File: config.mk
export PLATFORM = sky130hd
export DESIGN_NAME = hazard_fwd_scoreboard_flat
export DESIGN_NICKNAME = d
export VERILOG_FILES = /design/src/rtl/hazard_fwd_scoreboard_if.sv /design/src/rtl/hazard_fwd_scoreboard.sv /design/src/flat_wrapper.sv
export SDC_FILE = /design/constraint.sdc
export NUM_CORES = 1
export LEC_CHECK = 0
export BUFFER_PORTS_ARGS = -buffer_cell sky130_fd_sc_hd__buf_4
export CORE_MARGIN = 2
export CORE_UTILIZATION = 45
export DETAILED_ROUTE_END_ITERATION = 10
export PLACE_DENSITY = 0.73
export REMOVE_ABC_BUFFERS = 1
export SETUP_SLACK_MARGIN = 0.02
export SYNTH_ARGS = -nofsm -noshare
export SYNTH_HDL_FRONTEND = slang
export SYNTH_SLANG_ARGS = --single-unit
export TNS_END_PERCENT = 100
File: constraint.sdc
create_clock -name clk -period 3 [get_ports clk]
set_input_delay 0 -clock clk [delete_from_list [all_inputs] [get_ports clk]]
set_output_delay 0 -clock clk [all_outputs]
set_load 0.005 [all_outputs]
File: src/rtl/hazard_fwd_scoreboard_if.sv
// Decode-side bundle between the RISC-8 ID stage and the hazard/forwarding scoreboard.
// The scoreboard takes the slave modport; the pipeline (or a bench) takes master.
interface hazard_fwd_scoreboard_if #(
  parameter int REG_AW     = 3,
  parameter int NUM_SRC    = 2,
  parameter int FWD_STAGES = 2,
  parameter int CNT_W      = 16
);
  localparam int SELW = $clog2(FWD_STAGES + 1);

  logic                        i_dec_valid;
  logic [NUM_SRC*REG_AW-1:0]   i_dec_rs;
  logic [NUM_SRC-1:0]          i_dec_uses;
  logic [REG_AW-1:0]           i_dec_rd;
  logic                        i_dec_regwrite;
  logic                        i_dec_is_load;
  logic                        i_flush;
  logic [NUM_SRC*SELW-1:0]     o_fwd_sel;
  logic                        o_stall;
  logic                        o_bubble;
  logic [CNT_W-1:0]            o_stall_count;

  modport slave (
    input  i_dec_valid, i_dec_rs, i_dec_uses, i_dec_rd, i_dec_regwrite, i_dec_is_load, i_flush,
    output o_fwd_sel, o_stall, o_bubble, o_stall_count
  );

  modport master (
    output i_dec_valid, i_dec_rs, i_dec_uses, i_dec_rd, i_dec_regwrite, i_dec_is_load, i_flush,
    input  o_fwd_sel, o_stall, o_bubble, o_stall_count
  );
endinterface

File: src/rtl/hazard_fwd_scoreboard.sv
// Forwarding-select and load-use stall controller for the RISC-8 pipeline.
// Tracks the EX instruction plus FWD_STAGES older producers; position 0 is EX, k is Pk.
module hazard_fwd_scoreboard #(
  parameter int REG_AW     = 3,
  parameter int NUM_SRC    = 2,
  parameter int FWD_STAGES = 2,
  parameter int LOAD_LAT   = 1,
  parameter int CNT_W      = 16
) (
  input  logic                    clk,
  input  logic                    rst,
  hazard_fwd_scoreboard_if.slave  bus
);
  localparam int SELW = $clog2(FWD_STAGES + 1);

  logic                        r_ex_valid;
  logic [NUM_SRC*REG_AW-1:0]   r_ex_rs;
  logic [NUM_SRC-1:0]          r_ex_uses;
  logic [REG_AW-1:0]           r_ex_rd;
  logic                        r_ex_rw;
  logic                        r_ex_ld;

  logic [FWD_STAGES:1]         r_p_valid;
  logic [FWD_STAGES:1]         r_p_rw;
  logic [FWD_STAGES:1]         r_p_ld;
  logic [REG_AW-1:0]           r_p_rd [1:FWD_STAGES];

  logic [CNT_W-1:0]            r_stall_count;

  logic [FWD_STAGES:0]         w_pv;
  logic [FWD_STAGES:0]         w_prw;
  logic [FWD_STAGES:0]         w_pld;
  logic [REG_AW-1:0]           w_prd [0:FWD_STAGES];
  logic [NUM_SRC*SELW-1:0]     w_fwd_sel;
  logic [NUM_SRC-1:0]          w_stall_src;
  logic                        w_yld;
  logic                        w_ynear;
  logic                        w_stall;
  logic                        w_issue;

  assign w_pv  = {r_p_valid, r_ex_valid};
  assign w_prw = {r_p_rw, r_ex_rw};
  assign w_pld = {r_p_ld, r_ex_ld};

  always_comb begin
    w_prd[0] = r_ex_rd;
    for (int k = 1; k <= FWD_STAGES; k++) begin
      w_prd[k] = r_p_rd[k];
    end
  end

  // Walking oldest-to-youngest lets the youngest producer overwrite older ones.
  always_comb begin
    w_fwd_sel = '0;
    for (int i = 0; i < NUM_SRC; i++) begin
      for (int k = FWD_STAGES; k >= 1; k--) begin
        if (r_ex_valid && r_ex_uses[i] && r_p_valid[k] && r_p_rw[k] &&
            (r_p_rd[k] != '0) && (r_p_rd[k] == r_ex_rs[i*REG_AW +: REG_AW])) begin
          w_fwd_sel[i*SELW +: SELW] = SELW'(k);
        end
      end
    end
  end

  always_comb begin
    w_stall_src = '0;
    w_yld       = 1'b0;
    w_ynear     = 1'b0;
    for (int i = 0; i < NUM_SRC; i++) begin
      w_yld   = 1'b0;
      w_ynear = 1'b0;
      for (int j = FWD_STAGES; j >= 0; j--) begin
        if (w_pv[j] && w_prw[j] && (w_prd[j] != '0) &&
            (w_prd[j] == bus.i_dec_rs[i*REG_AW +: REG_AW])) begin
          w_yld   = w_pld[j];
          w_ynear = (j < LOAD_LAT);
        end
      end
      w_stall_src[i] = bus.i_dec_uses[i] & w_yld & w_ynear;
    end
  end

  assign w_stall = bus.i_dec_valid & ~bus.i_flush & (|w_stall_src);
  assign w_issue = bus.i_dec_valid & ~w_stall & ~bus.i_flush;

  // Producer history shifts every edge, even while ID is held.
  always_ff @(posedge clk) begin
    if (rst) begin
      r_ex_valid    <= 1'b0;
      r_ex_uses     <= '0;
      r_p_valid     <= '0;
      r_stall_count <= '0;
    end else begin
      r_p_valid[1] <= r_ex_valid;
      r_p_rw[1]    <= r_ex_rw;
      r_p_ld[1]    <= r_ex_ld;
      r_p_rd[1]    <= r_ex_rd;
      for (int k = 2; k <= FWD_STAGES; k++) begin
        r_p_valid[k] <= r_p_valid[k-1];
        r_p_rw[k]    <= r_p_rw[k-1];
        r_p_ld[k]    <= r_p_ld[k-1];
        r_p_rd[k]    <= r_p_rd[k-1];
      end
      if (w_issue) begin
        r_ex_valid <= 1'b1;
        r_ex_rs    <= bus.i_dec_rs;
        r_ex_uses  <= bus.i_dec_uses;
        r_ex_rd    <= bus.i_dec_rd;
        r_ex_rw    <= bus.i_dec_regwrite;
        r_ex_ld    <= bus.i_dec_is_load;
      end else begin
        r_ex_valid <= 1'b0;
        r_ex_uses  <= '0;
      end
      if (w_stall && (r_stall_count != {CNT_W{1'b1}})) begin
        r_stall_count <= r_stall_count + CNT_W'(1);
      end
    end
  end

  assign bus.o_fwd_sel     = w_fwd_sel;
  assign bus.o_stall       = w_stall;
  assign bus.o_bubble      = w_stall | bus.i_flush;
  assign bus.o_stall_count = r_stall_count;
endmodule
File: src/flat_wrapper.sv
// flat-port wrapper written by rule: the top's interface ports become plain ports
module hazard_fwd_scoreboard_flat 
#(
  parameter int REG_AW     = 3,
  parameter int NUM_SRC    = 2,
  parameter int FWD_STAGES = 2,
  parameter int LOAD_LAT   = 1,
  parameter int CNT_W      = 16
)
  (clk, rst, bus_i_dec_valid, bus_i_dec_rs, bus_i_dec_uses, bus_i_dec_rd, bus_i_dec_regwrite, bus_i_dec_is_load, bus_i_flush, bus_o_fwd_sel, bus_o_stall, bus_o_bubble, bus_o_stall_count);
  hazard_fwd_scoreboard_if #(.REG_AW(REG_AW), .NUM_SRC(NUM_SRC), .FWD_STAGES(FWD_STAGES), .CNT_W(CNT_W)) bus_i ();
  input  logic clk;
  input  logic rst;
  input wire logic [$bits(bus_i.i_dec_valid)-1:0] bus_i_dec_valid;
  input wire logic [$bits(bus_i.i_dec_rs)-1:0] bus_i_dec_rs;
  input wire logic [$bits(bus_i.i_dec_uses)-1:0] bus_i_dec_uses;
  input wire logic [$bits(bus_i.i_dec_rd)-1:0] bus_i_dec_rd;
  input wire logic [$bits(bus_i.i_dec_regwrite)-1:0] bus_i_dec_regwrite;
  input wire logic [$bits(bus_i.i_dec_is_load)-1:0] bus_i_dec_is_load;
  input wire logic [$bits(bus_i.i_flush)-1:0] bus_i_flush;
  output wire logic [$bits(bus_i.o_fwd_sel)-1:0] bus_o_fwd_sel;
  output wire logic [$bits(bus_i.o_stall)-1:0] bus_o_stall;
  output wire logic [$bits(bus_i.o_bubble)-1:0] bus_o_bubble;
  output wire logic [$bits(bus_i.o_stall_count)-1:0] bus_o_stall_count;
  assign bus_i.i_dec_valid = bus_i_dec_valid;
  assign bus_i.i_dec_rs = bus_i_dec_rs;
  assign bus_i.i_dec_uses = bus_i_dec_uses;
  assign bus_i.i_dec_rd = bus_i_dec_rd;
  assign bus_i.i_dec_regwrite = bus_i_dec_regwrite;
  assign bus_i.i_dec_is_load = bus_i_dec_is_load;
  assign bus_i.i_flush = bus_i_flush;
  assign bus_o_fwd_sel = bus_i.o_fwd_sel;
  assign bus_o_stall = bus_i.o_stall;
  assign bus_o_bubble = bus_i.o_bubble;
  assign bus_o_stall_count = bus_i.o_stall_count;
  hazard_fwd_scoreboard #(.REG_AW(REG_AW), .NUM_SRC(NUM_SRC), .FWD_STAGES(FWD_STAGES), .LOAD_LAT(LOAD_LAT), .CNT_W(CNT_W)) u_core (.clk(clk), .rst(rst), .bus(bus_i));
endmodule
# Word-level counts from Yosys, hierarchy flattened
# Memories as Yosys holds them, arrays and structs flattened.
# Index checks and enable logic that the tools add are counted.
[totals]
ramBits = 6
output_inout_bits = 22
reg_bits = 36
word_cells = 87
memories = 1
[mem_list]
columns = ["memory", "words", "width", "read_ports", "rd_clocked_by_memory_dff", "write_ports", "line_no", "text"]
rows = [
  ["u_core.r_p_rd", 2, 3, 2, 0, 2, "hazard_fwd_scoreboard.sv:26", "logic [REG_AW-1:0] r_p_rd [1:FWD_STAGES];"],
]
[classes]
muxes = 14
reduce_logical = 37
n_addsub = 1
n_bitwise = 13
eq_ne = 11
[ops]
columns = ["op", "count"]
rows = [
  ["1-bit logical AND", 31],
  ["3-bit == test", 10],
  ["16-bit by 1-bit adder with 16-bit output (second input constant)", 1],
  ["16-bit != test (second input constant)", 1],
  ["1-bit 2-to-1 mux", 10],
  ["3-bit nonzero test", 3],
  ["1-bit bitwise AND", 8],
  ["2-bit 2-to-1 mux", 4],
  ["1-bit NOT", 4],
  ["2-bit OR reduction", 2],
  ["2-bit AND reduction", 1],
  ["1-bit OR", 1],
]

# Logic depth before layout (Yosys ltp)
[logic_depth]
ltp_word = 15
ltp_mapped = 7

# Worst setup path before layout
# Ideal clock, no wire load.
[synth_path]
kind = "register to register"
start = "register u_core.r_ex_rd[1]"
end = "register u_core.r_ex_ld, enable pin"
t_required_ns = 2.604
setup_time_ns = 0.396
n_path_buf = 0
stages_incl_launch_ff = 4
synth_period_minus_slack_ns = 2.232
arrival_ns = 1.836
slack_ns = 0.768
cell_sequence = "edfxtp_1 o311ai_0 nor2_1 nor3_1"
[synth_between]
elab_chain_len = 12
[synth_lines]
columns = ["element", "line_no", "text"]
rows = [
  ["start: declaration", "hazard_fwd_scoreboard.sv:19", "logic [REG_AW-1:0] r_ex_rd;"],
  ["start signal: assignment", "hazard_fwd_scoreboard.sv:108", "r_ex_rd <= bus.i_dec_rd;"],
  ["3-bit nonzero test", "hazard_fwd_scoreboard.sv:73", "if (w_pv[j] && w_prw[j] && (w_prd[j] != '0) &&"],
  ["1-bit logical AND (2 in series)", "hazard_fwd_scoreboard.sv:73", ""],
  ["1-bit 2-to-1 mux", "hazard_fwd_scoreboard.sv:73", ""],
  ["1-bit bitwise AND (2 in series)", "hazard_fwd_scoreboard.sv:79", "w_stall_src[i] = bus.i_dec_uses[i] & w_yld & w_ynear;"],
  ["2-bit OR reduction *", "hazard_fwd_scoreboard.sv:83", "assign w_stall = bus.i_dec_valid & ~bus.i_flush & (|w_stall_src);"],
  ["1-bit bitwise AND *", "hazard_fwd_scoreboard.sv:83", ""],
  ["1-bit NOT *", "hazard_fwd_scoreboard.sv:84", "assign w_issue = bus.i_dec_valid & ~w_stall & ~bus.i_flush;"],
  ["1-bit bitwise AND * (2 in series)", "hazard_fwd_scoreboard.sv:84", ""],
  ["2-bit AND reduction (no line) *", "--", ""],
  ["end signal: assignment", "hazard_fwd_scoreboard.sv:110", "r_ex_ld <= bus.i_dec_is_load;"],
  ["end: declaration", "hazard_fwd_scoreboard.sv:21", "logic r_ex_ld;"],
]
# Every way passes the cells marked *; elsewhere a longest branch is shown, timed or not.
# A chain may end at the register's enable or synchronous reset.

# Worst setup path in the final report
[layout_path]
start = "register u_core.r_ex_rd[2]"
end = "register u_core.r_stall_count[9], in the netlist u_core.bus.o_stall_count[9]"
[layout_between]
elab_chain_len = 9
[layout_lines]
columns = ["element", "line_no", "text"]
rows = [
  ["3-bit nonzero test", "hazard_fwd_scoreboard.sv:73", ""],
  ["1-bit logical AND (2 in series)", "hazard_fwd_scoreboard.sv:73", ""],
  ["1-bit 2-to-1 mux", "hazard_fwd_scoreboard.sv:73", ""],
  ["1-bit bitwise AND (2 in series)", "hazard_fwd_scoreboard.sv:79", ""],
  ["2-bit OR reduction *", "hazard_fwd_scoreboard.sv:83", ""],
  ["1-bit bitwise AND *", "hazard_fwd_scoreboard.sv:83", ""],
  ["1-bit logical AND *", "hazard_fwd_scoreboard.sv:115", "if (w_stall && (r_stall_count != {CNT_W{1'b1}})) begin"],
  ["end signal: assignment", "hazard_fwd_scoreboard.sv:116", "r_stall_count <= r_stall_count + CNT_W'(1);"],
  ["end: declaration", "hazard_fwd_scoreboard.sv:28", "logic [CNT_W-1:0] r_stall_count;"],
]
# Marked as above.

==> results.toml <==
[finish]
stdcell_area_sq_um = 2410
fin_nets = 244
nFillCells = 354
n_antenna_cell = 0
drive_gt1_share_pct = 24.7
area_growth_pct = 31.5
utilization_pct = 60.8

[synth]
ys_warn_count = 0
synthCells = 170
synth-seq-cells = 40
netlist_area_sq_um = 1840
yosysSeqAreaShare_pct = 54.0
synth_cell_types = 34
syn_area_per_cell_sq_um = 10.8

[timing]
fin_crit_sh_pct = 75.4
hold_violations = 0
clock.fmax_mhz = 442
slew_violations = 0
tightest_slew_ps = 665
period_needed_ps = 2260
maxSlewHeadroom_pct = 55.7
holdWs_ps = 41.8
grt_setup_unrepaired = "false"
fin_tns_setup_ps = 0
setup_viol = 0
finClkSkew_ps = 6.52

[drt]
wl_per_cell_microns = 13.1
drt_iter0_markers = 64
drtAntennaViolNets = 0
wl_mm = 3.63
firstDrtPassIters = 4
viasPerCell = 5.16
num_vias = 1428
drcViolationCount = 0

[power]
p_int_mw = 0.874
switching_share_pct = 20.8
ir_worst_vdd_mv = 0.417
combPwrFrac_pct = 6.4
power.density_nw_per_um2 = 457
power_switching_mw = 0.229
seqPwrFrac_pct = 54.5
pwr-share-clk_pct = 39.1
p_leak_nw = 0.906

[place]
place_area_sq_um = 2170
hpwl_mm = 2.63
io_buffers = 38
gp_congestion = 0.824

[min_path]
hold_end = "u_core.bus.o_stall_count[6]$_SDFFE_PP0P_"
holdPathStages = 2
hp-class = "in -> reg"
worstHoldStart = "rst"

[critical_path]
r2r_cells = 6
critical-path-top-delay-family = "simple AND/OR/NAND/NOR gates"
startpoint = "u_core.r_ex_rd[2]$_DFFE_PP_"
timing.rr.end = "u_core.bus.o_stall_count[9]$_SDFFE_PP0P_"
start_kind = "flip-flop"
cp_cell_sequence = "xor2_1 > nor4_2 > o21ai_2 > nor3_2 > nand4_1 > mux2_1"
crit_type = "reg -> reg"
critPathSlowestCell = "edfxtp_1"
reg2reg_from = "u_core.r_ex_rd[2]$_DFFE_PP_"
cp_slowest_stage_delay_ps = 470
critical_path_buf_inv_count = 0
crit_fanout = 15
cp.arrival_ps = 2440
endpoint_kind = "flip-flop"
ff2ff_setup_slack_ps = 740
worstPathRequired_ps = 3180

[floorplan]
die_h_microns = 67.9
die_x_microns = 67.9
start_util_pct = 46.2
num_rows = 23
dieArea_sq_um = 4610
io_pins = 39
coreArea_sq_um = 3970

[clock_network]
cts_made_buffers = 5
root_buffer = "clkbuf_8"
post-cts-setup-buffers = 0
clock_sinks = 40
clk_latency_ps = 290
path_clk_slew_ps = 80
cts_tree = "built"
htreeDepth = 2
clockBufferDepth = 2

[global_route]
grt_pass1_vias = 1360
grt.overflow.total = 0
grt_use_total_pct = 18.2
grt_pass1_wl_mm = 6.10
antenna_found_initial = 0
grt_max_degree = 24

[run_status]
outcome = "finished, final reports clean"

[flow_run]
maxCapViolations = 0
## kinds of logic (layout without fill, tap and decap cells)
logic type / after synthesis / count (layout) / share of synthesized area, %
compound gates: 11 / 11 / 3.82
xor+xnor: 25 / 25 / 11.9
fa+ha+maj: 1 / 1 / 0.682
buf+inv: 9 / 66 / 2.45
flops: 40 / 40 / 54.0
mux: 2 / 2 / 1.23
simple gates: 82 / 82 / 25.9
## metrics by stage
step	total power [mW]	std cells	worst slack [ps]
floorplan	0.638	166	768
global placement	0.671	256	850
detailed placement	0.672	256	769
CTS	1.11	277	731
global route	1.15	277	563
finish	1.10	277	738
## worst register-to-register path: cells and delay by family, from the launching register on
kind | cells | cell delay (ps)
and+or+nand+nor | 3 | 890
DFF | 1 | 470
AOI/OAI and AO/OA | 1 | 280
muxes | 1 | 320
xor gates and xnor gates | 1 | 200
## synthesized netlist by cell type
master      n  share of area [%]
o311ai_0    1               0.48
a31o_2      1               0.48
buf_6       1               0.61
nor4_1      7                2.4
clkbuf_1    2               0.41
buf_4       1               0.41
ha_1        1               0.68
xor2_1      9                4.3
and2_1      2               0.68
and4b_1     1               0.55
nor2b_1     4                1.4
and3_1      1               0.34
nor4_4      2                2.3
nand2_1     8                1.6
xnor2_1    16                7.6
nor3b_1     1               0.41
nor2_1     24                4.9
and4_1      1               0.48
a21oi_1     5                1.4
dfxtp_1    21                 23
o2111ai_1   1               0.48
nor4b_1     1               0.48
inv_1       5                1.0
edfxtp_1   19                 31
mux2_1      2                1.2
nand3_1     6                1.6
nor4_2      2                1.4
nand2b_1    3                1.0
nand4_1     7                2.4
o21ai_2     1               0.48
nor3_2      1               0.55
o21ai_0     2               0.55
nor3_1     10                2.7
nand4_2     1               0.68
## power by group through the flow
stage,logic [mW],clock network [mW],registers (mW)
after floorplan,0.0276,0,0.610
after global placement,0.0569,0,0.614
after detailed placement,0.0575,0,0.614
after CTS,0.0712,0.442,0.601
after global routing,0.0778,0.473,0.604
final,0.0704,0.431,0.601
## how the worst max path moves through the flow
stage,end,slack [ps],depth (start not counted)
floorplan,u_core.r_ex_ld$_DFFE_PP_,770,3
global placement,u_core.bus.o_stall_count[9]$_SDFFE_PP0P_,850,6
detailed placement,u_core.bus.o_stall_count[9]$_SDFFE_PP0P_,770,6
CTS,u_core.bus.o_stall_count[9]$_SDFFE_PP0P_,730,6
global route,u_core.bus.o_stall_count[9]$_SDFFE_PP0P_,560,6
finish,u_core.bus.o_stall_count[9]$_SDFFE_PP0P_,740,6
## sequential cells by signal, indices dropped and copies added, names as in the netlist
signal / count
u_core.r_ex_valid: 1
u_core.bus.o_stall_count: 16
u_core.r_p_rd: 6
u_core.r_p_valid: 2
u_core.r_ex_rd: 3
u_core.r_ex_rs: 6
u_core.r_p_rw: 2
u_core.r_ex_rw: 1
u_core.r_ex_uses: 2
u_core.r_ex_ld: 1
## final cells by class
class                      instances  area (sq um)  area share, %
sequential                        40           991           41.1
multi-input combinational        121           800           33.1
timing repair buffer              53           430           17.8
clock buffer                       5          68.8           2.85
tap                               50          62.6           2.59
clock inverter                     3          42.5           1.76
inverter                           5          18.8          0.778
## routing by layer
layer / vias to the layer above / share of wire [%] / routed length (microns) / track usage (%)
met1: 674 / 43 / 1560 / 23.6
met3: 5 / 4.7 / 171 / 2.96
met4: 0 / 1.6 / 57 / 9.25
met5: - / 0 / 0 / 0
met2: 32 / 51 / 1840 / 29.4
li1: 717 / - / - / -
## cell usage in the layout (no fill, tap or decap), types with 7 or more instances in the layout
cell type and instances:
buf_4 40, nor2_1 24, dfxtp_1 21, edfxtp_1 19
xnor2_1 16, dlygate4sd3_1 13, nor3_1 10, xor2_1 9
nand2_1 8, nand4_1 7, nor4_1 7
## what timing repair did
action                                 CTS  global route
hold buffers                            13             0
endpoints found under the hold margin   13             0
resized for setup                        0             0
Note: power is estimated with default switching activity, not from simulation.
